`src/rtl/vote_tally.sv`:
```
// vote_tally: session-based N-voter threshold voter with one-vote-per-voter enforcement and timeout
module vote_tally #(
  parameter int N = 3,
  parameter int TIMEOUT = 16,
  localparam int CW = $clog2(N + 1)
) (
  input  logic          clk,
  input  logic          rst,
  input  logic          start,
  input  logic [CW-1:0] threshold,
  input  logic [N-1:0]  ballot_en,
  input  logic [N-1:0]  ballot_val,
  output logic          busy,
  output logic          done,
  output logic          pass,
  output logic          timed_out,
  output logic [CW-1:0] yes_count,
  output logic [CW-1:0] no_count,
  output logic [CW-1:0] abstain_count
);
  localparam int TW = $clog2(TIMEOUT + 1);
  typedef enum logic [1:0] {IDLE, COLLECT, DONE} state_t;
  state_t state;
  logic [CW-1:0] thr, yes_cnt, no_cnt, y_add, n_add, y_nxt, n_nxt;
  logic [N-1:0] voted, acc, voted_nxt;
  logic [TW-1:0] timer;
  logic all_in, tmo;
  always_comb begin
    acc = ballot_en & ~voted;
    voted_nxt = voted | acc;
    y_add = '0;
    n_add = '0;
    for (int i = 0; i < N; i++) begin
      y_add = y_add + CW'(acc[i] & ballot_val[i]);
      n_add = n_add + CW'(acc[i] & ~ballot_val[i]);
    end
    y_nxt = yes_cnt + y_add;
    n_nxt = no_cnt + n_add;
    all_in = &voted_nxt;
    tmo = timer == TW'(TIMEOUT - 1);
  end
  always_ff @(posedge clk) begin
    if (rst) begin
      state <= IDLE;
      busy <= 1'b0;
      done <= 1'b0;
      pass <= 1'b0;
      timed_out <= 1'b0;
      yes_count <= '0;
      no_count <= '0;
      abstain_count <= '0;
      thr <= '0;
      voted <= '0;
      yes_cnt <= '0;
      no_cnt <= '0;
      timer <= '0;
    end else begin
      case (state)
        IDLE: begin
          done <= 1'b0;
          if (start) begin
            state <= COLLECT;
            busy <= 1'b1;
            thr <= threshold;
            voted <= '0;
            yes_cnt <= '0;
            no_cnt <= '0;
            timer <= '0;
          end
        end
        COLLECT: begin
          voted <= voted_nxt;
          yes_cnt <= y_nxt;
          no_cnt <= n_nxt;
          timer <= timer + 1'b1;
          if (all_in || tmo) begin
            state <= DONE;
            done <= 1'b1;
            pass <= y_nxt >= thr;
            timed_out <= !all_in;
            yes_count <= y_nxt;
            no_count <= n_nxt;
            abstain_count <= CW'(N) - y_nxt - n_nxt;
          end
        end
        DONE: begin
          state <= IDLE;
          done <= 1'b0;
          busy <= 1'b0;
        end
        default: state <= IDLE;
      endcase
    end
  end
endmodule

```
`config.mk`:
```
export PLATFORM = sky130hd
export DESIGN_NAME = vote_tally
export DESIGN_NICKNAME = d
export VERILOG_FILES = /design/src/rtl/vote_tally.sv
export SDC_FILE = /design/constraint.sdc
export NUM_CORES = 1
export LEC_CHECK = 0
export CAP_MARGIN = 25
export CORE_ASPECT_RATIO = 0.9
export CORE_MARGIN = 2
export CORE_UTILIZATION = 58
export DETAILED_ROUTE_END_ITERATION = 16
export DONT_BUFFER_PORTS = 1
export GPL_TIMING_DRIVEN = 0
export PLACE_DENSITY = 0.79
export RECOVER_POWER = 25
export SETUP_SLACK_MARGIN = 0.3
export SKIP_CTS_REPAIR_TIMING = 1
export SLEW_MARGIN = 20
export SYNTH_ARGS = -nofsm -noshare
export SYNTH_HDL_FRONTEND = slang
export SYNTH_SLANG_ARGS = --single-unit
```
`constraint.sdc`:
```
create_clock -name clk -period 2.8 [get_ports clk]
set_clock_uncertainty 0.2 [all_clocks]
set_input_delay 0.28 -clock clk [delete_from_list [all_inputs] [get_ports clk]]
set_output_delay 0.28 -clock clk [all_outputs]
set_load 0.05 [all_outputs]
```
==> impl_metrics.csv, run 1 <==
group,metric,value,unit
status,outcome,"finished clean",
floorplan,die_area,2650,sq um
timing,slew_viol_final,0,
grt,antenna_found_initial,0,
grt,use_met1,27.9,%
power,power.leakage,0.560,nW
critical_path,end_kind,"register",
drt,wl,2760,um
power,p_per_area,562,nW/um^2
grt,grt_usage,22.3,%
yosys,yosys_most_used_dff,"dfxtp_1",
floorplan,fp.coreArea,2160,sq um
critical_path,crit_fanout,5,
drt,drc,0,
grt,use_met3,3.37,%
grt,busiest_layer,"met2",
yosys,syn_nets,159,
timing,final.min_clock_period,2.48,ns
power,vdd_drop_max,521,uV
clock_tree,numCtsBuffers,3,
critical_path,startpoint_type,"register",
timing,post-route-period-util,88.5,%
critical_path,crit_type,"register to register",
floorplan,initial_core_util,60.5,%
timing,max_slew_margin,52.4,%
yosys,postSynthAreaPerCell,9.34,sq um
place,hpwl,1980,um
yosys,synth-xor-area-share,5.36,%
drt,avgRoutedWirePerCell,15.8,um
final_layout,final_common_cell,"dfxtp_1",
final_layout,drive_gt1_share,21.6,%
place,dp_cells,167,
critical_path,arrival,2.50,ns
yosys,syn_area,1310,sq um
grt,grt_overflow,0,
worst_hold_path,min_from,"ballot_en[1]",
yosys,synth_simple_gate_area_share,18.6,%
critical_path,cp_num_buf_inv,0,
drt,antenna_left,0,
timing,fin_setup_tns,0,ns
final_layout,diodes,0,
critical_path,crit_start,"voted[0]",
clock_tree,clock_sinks,26,
timing,clock.fmax,403,MHz
critical_path,max_stage_delay,0.56,ns
power,p_total,0.000855,W
grt,use_met2,38.6,%
critical_path,required,2.82,ns
yosys,ys_types,34,
timing,hold_violations,0,
yosys,synth_compound_area_share,17.2,%
yosys,synth_fa_ha_area_share,9.57,%
yosys,synthMuxAreaShare,5.65,%
yosys,synth_top_family_by_area,"simple AND/OR/NAND/NOR gates",
yosys,ys_ff_latch,26,
drt,drt_iter0_markers,35,
timing,tightest_slew,0.713,ns
drt,dr.pass1.iters,5,
drt,via_per_inst,5.83,
final_layout,final_cells,175,
final_layout,final_cell_mix,"24 x dfxtp_1, 23 x nor2_1, 9 x a21oi_1",
critical_path,cp_cell_sequence,"and3b_1 > fa_1 > ha_4 > ha_2 > xnor2_2 > xnor2_1 > xnor2_1 > a211oi_2",
clock_tree,clk_pin_slew,0.15,ns
critical_path,slowest_stage,"fa_1",
clock_tree,htreeDepth,1,
floorplan,die_w,54.0,um
clock_tree,clk_latency,0.33,ns
clock_tree,clockRootBuffer,"clkbuf_4",
final_layout,final_nets,168,
yosys,yosysWarningCount,0,
clock_tree,cts_tree,"yes",
critical_path,cp_common_cell,"xnor2_1",
floorplan,die_h,49.0,um
timing,fin_ws,0.322,ns
critical_path,path_delay_family,"adder cells",
drt,routed-via-count,1020,
timing,setup_viol,0,
floorplan,placementRows,16,
critical_path,reg2reg_from,"voted[0]",
place,routabilityCongestion,0.798,
yosys,async_reset_ff_share,0,%
final_layout,area_growth,16.4,%
floorplan,pin_count,21,
yosys,synthCells,140,
flow_run,drv_cap,0,
worst_hold_path,hold_class,"input pin to register",
grt,grt_first_pass_wirelength,4290,um
grt,grt_pass1_vias,967,
grt,grt_max_degree,16,
place,pre_cts_ws,0.188,ns
timing,rsz0062_at_grt,"yes",
yosys,ys_seq_area_share,39.8,%
place,place.port_buffers,0,
yosys,synth_edf_count,0,
clock_tree,clock_path_buffers,2,
report_power, final:
part	switching (W)	total (W)	internal (W)	leakage, nW
registers	0.0000302	0.000415	0.000385	0.213
clock network	0.000117	0.000262	0.000145	0.0279
logic	0.0000916	0.000179	0.0000870	0.319
total	0.000239	0.000855	0.000616	0.560
synth_stat cells, types with 4 or more instances:
cell / n / area, sq um
a21oi_1: 9 / 45.0
a22oi_1: 7 / 52.6
dfxtp_1: 26 / 521
ha_1: 6 / 75.1
inv_1: 5 / 18.8
mux2i_1: 4 / 40.0
nand2_1: 6 / 22.5
nor2_1: 23 / 86.3
nor2b_1: 5 / 31.3
o21ai_0: 5 / 25.0
xnor2_1: 5 / 43.8
worst register-to-register path: stages (launching register included):
cell	delay (ns)
dfxtp_4	0.41
and3b_1	0.20
fa_1	0.57
ha_4	0.24
ha_2	0.20
xnor2_2	0.14
xnor2_1	0.20
xnor2_1	0.15
a211oi_2	0.08
state kept, by name, indices dropped and copies added, names as in the netlist:
signal and flops:
abstain_count 2, busy 1, done 1, timed_out 1, state 2, yes_count 2
voted 3, thr 2, yes_cnt 2, no_cnt 2, no_count 2, pass 1
timer 5
through the flow:
step	util [%]	cell area (sq um)	hold WS, ns
after global routing	70.4	1520	0.0820
after floorplan	-	1320	0.216
after detailed placement	62.7	1360	0.225
after CTS	65.1	1410	-0.137
final	70.4	1520	0.0659
after global placement	62.7	1360	0.223
layout make-up:
type	instances	area, sq um
Multi-Input combinational cell	103	817
Clock inverter	1	30.0
Inverter	5	21.3
Sequential cell	26	528
Tap cell	27	33.8
Timing Repair Buffer	4	37.5
Fill cell	161	641
Buffer	6	31.3
Clock buffer	3	22.5
metal layers:
metal | wire length, um | vias up
li1 | - | 501
met1 | 1140 | 486
met2 | 1450 | 29
met3 | 151 | 4
met4 | 27 | 0
met5 | 0 | -
worst paths after layout:
check / end / slack, ns / cells after the start
hold / removal: voted[1] / 0.07 / 3
setup / recovery: abstain_count[1] / 0.32 / 8
setup reg to reg: abstain_count[1] / 0.32 / 8
hold reg to reg: timer[4] / 0.30 / 2
kinds of logic (layout without fill, tap and decap cells):
kind of cell | Yosys count | after routing
and+or+nand+nor | 49 | 49
xor gates and xnor gates | 8 | 8
adders and majority gates | 9 | 9
buffers and inverters | 11 | 19
DFF | 26 | 26
AOI/OAI and AO/OA | 30 | 30
muxes | 7 | 7
No activity file was read; power rests on OpenSTA's default activity.
==> run 2: changes to the inputs <==
--- a/config.mk
+++ b/config.mk
@@ -13,10 +13,11 @@
 export DONT_BUFFER_PORTS = 1
 export GPL_TIMING_DRIVEN = 0
 export PLACE_DENSITY = 0.79
-export RECOVER_POWER = 25
+export RECOVER_POWER = 100
 export SETUP_SLACK_MARGIN = 0.3
 export SKIP_CTS_REPAIR_TIMING = 1
 export SLEW_MARGIN = 20
 export SYNTH_ARGS = -nofsm -noshare
 export SYNTH_HDL_FRONTEND = slang
 export SYNTH_SLANG_ARGS = --single-unit
+export TNS_END_PERCENT = 50
==> run 2 against run 1 <==
Global-route usage unchanged. Final cell count unchanged. Register-to-register slack worse by 0.10 ns. First-iteration DRC count down 26%. Critical endpoint unchanged. Sequential share of layout area up 0.37 points. Clock power about the same. Routed wire length up 0.40%. Combinational power down 3%. Worst hold slack worse by 0.0055 ns.
==> impl_metrics.csv, run 2 (synthesized netlist as in run 1, its figures left out) <==
group,metric,value,unit
power,switching_power,0.000237,W
status,outcome,"finished clean",
grt,grt_max_degree,16,
final_layout,regMostFlops,"timer",
critical_path,crit_fanout,5,
critical_path,cp.depth,8,
grt,antenna_found_initial,0,
final_layout,largest_reg_flops,5,
timing,post-route-period-util,92.1,%
clock_tree,clk_pin_slew,0.15,ns
flow_run,drv_cap,0,
drt,antenna_left,0,
clock_tree,cts_tree,"yes",
final_layout,area_growth,13.5,%
critical_path,crit_type,"register to register",
grt,grt_pass1_vias,967,
worst_hold_path,hold_class,"input pin to register",
critical_path,startpoint_type,"register",
timing,hold_violations,0,
timing,final.min_clock_period,2.58,ns
final_layout,final_cells,175,
final_layout,diodes,0,
drt,via_per_inst,5.87,
power,power.leakage,0.553,nW
critical_path,r2r-end,"abstain_count[1]",
place,routabilityCongestion,0.798,
clock_tree,htreeDepth,1,
critical_path,path_delay_family,"adder cells",
drt,dr.pass1.iters,4,
timing,tightest_slew,0.730,ns
critical_path,arrival,2.60,ns
timing,fin_setup_tns,0,ns
critical_path,max_stage_delay,0.57,ns
power,swShare,27.8,%
timing,slew_viol_final,0,
final_layout,final_cell_mix,"26 x dfxtp_1, 23 x nor2_1, 9 x a21oi_1",
power,power_frac_comb,20.3,%
power,p_per_area,573,nW/um^2
floorplan,placementRows,16,
critical_path,cp_common_cell,"xnor2_1",
clock_tree,clock_path_buffers,2,
grt,grt_first_pass_wirelength,4290,um
place,place.port_buffers,0,
critical_path,cp-endpoint,"abstain_count[1]",
clock_tree,clk_latency,0.33,ns
floorplan,die_h,49.0,um
grt,grt_overflow,0,
drt,drt_iter0_markers,26,
final_layout,drive_gt1_share,17.6,%
drt,routed-via-count,1028,
floorplan,fp.coreArea,2160,sq um
floorplan,pin_count,21,
critical_path,end_kind,"register",
place,hpwl,1980,um
clock_tree,clockRootBuffer,"clkbuf_4",
drt,drc,0,
critical_path,slowest_stage,"fa_1",
critical_path,cp_num_buf_inv,0,
power,intPower,0.000614,W
timing,rsz0062_at_grt,"yes",
critical_path,r2r_slack,0.22,ns
final_layout,top_regs,"timer x5, voted x3",
critical_path,required,2.82,ns
critical_path,crit_start,"voted[0]",
floorplan,initial_core_util,60.5,%
critical_path,reg2reg_from,"voted[0]",
final_layout,fin_util,68.6,%
timing,setup_viol,0,
floorplan,die_area,2650,sq um
clock_tree,numCtsBuffers,3,
timing,max_slew_margin,51.2,%
timing,clock.fmax,388,MHz
clock_tree,clock_sinks,26,
grt,grt_usage,22.3,%
place,dp_cells,167,
final_layout,final_common_cell,"dfxtp_1",
power,vdd_drop_max,525,uV
drt,wl,2780,um
power,clkPwrFrac,30.9,%
power,seqPwrFrac,48.8,%
critical_path,reg2reg_depth,8,
drt,avgRoutedWirePerCell,15.9,um
final_layout,final_nets,168,
floorplan,die_w,54.0,um
critical_path,cp_cell_sequence,"and3b_1 > fa_1 > ha_4 > ha_2 > xnor2_2 > xnor2_1 > xnor2_1 > a211oi_2",
## run 2: layout make-up
type / instances / area, sq um
clock buffers: 3 / 22.5
well taps: 27 / 33.8
flip-flops and latches: 26 / 520
inverters: 5 / 21.3
multi-input cells: 103 / 787
fillers: 169 / 678
clock inverters: 1 / 30.0
plain buffers: 6 / 31.3
repair buffers: 4 / 37.5
## run 2: how the worst min path moves through the flow
stage / startpoint / end / slack (ns) / cells after the start
after detailed placement: threshold[0] / thr[0] / 0.22 / 2
after global routing: ballot_en[2] / timed_out / 0.08 / 3
after CTS: threshold[0] / thr[0] / -0.14 / 2
final: ballot_en[1] / voted[1] / 0.06 / 3
after global placement: threshold[0] / thr[0] / 0.22 / 2
after floorplan: threshold[0] / thr[0] / 0.22 / 2
## run 2: power by group through the flow
stage,logic (W),clock network (W),registers [W]
final,0.000173,0.000263,0.000415
after global placement,0.000140,0,0.000421
after detailed placement,0.000146,0,0.000422
after CTS,0.000146,0.000264,0.000414
after floorplan,0.000117,0,0.000419
after global routing,0.000188,0.000281,0.000418
## run 2: tightest hold or removal path: cells and delay by family
family             cells  cell delay, ns
AOI/OAI and AO/OA      2            0.18
and+or+nand+nor        1            0.10
## run 2: layer usage
| metal | track usage (%) | share of wire (%) | wire length, um | up-vias |
|---|---|---|---|---|
| met1 | 27.9 | 43 | 1210 | 492 |
| li1 | - | - | - | 501 |
| met2 | 38.6 | 51 | 1410 | 28 |
| met3 | 3.37 | 4.0 | 112 | 7 |
| met5 | 0 | 0 | 0 | - |
| met4 | 6.25 | 1.5 | 42 | 0 |
## run 2: stage by stage
step / power (W) / hold slack [ns] / area [sq um] / setup slack [ns]
floorplan: 0.000536 / 0.216 / 1320 / 0.326
global placement: 0.000561 / 0.223 / 1360 / 0.249
detailed placement: 0.000568 / 0.225 / 1360 / 0.188
CTS: 0.000824 / -0.137 / 1410 / 0.165
global route: 0.000887 / 0.0817 / 1480 / 0.137
finish: 0.000851 / 0.0605 / 1480 / 0.222
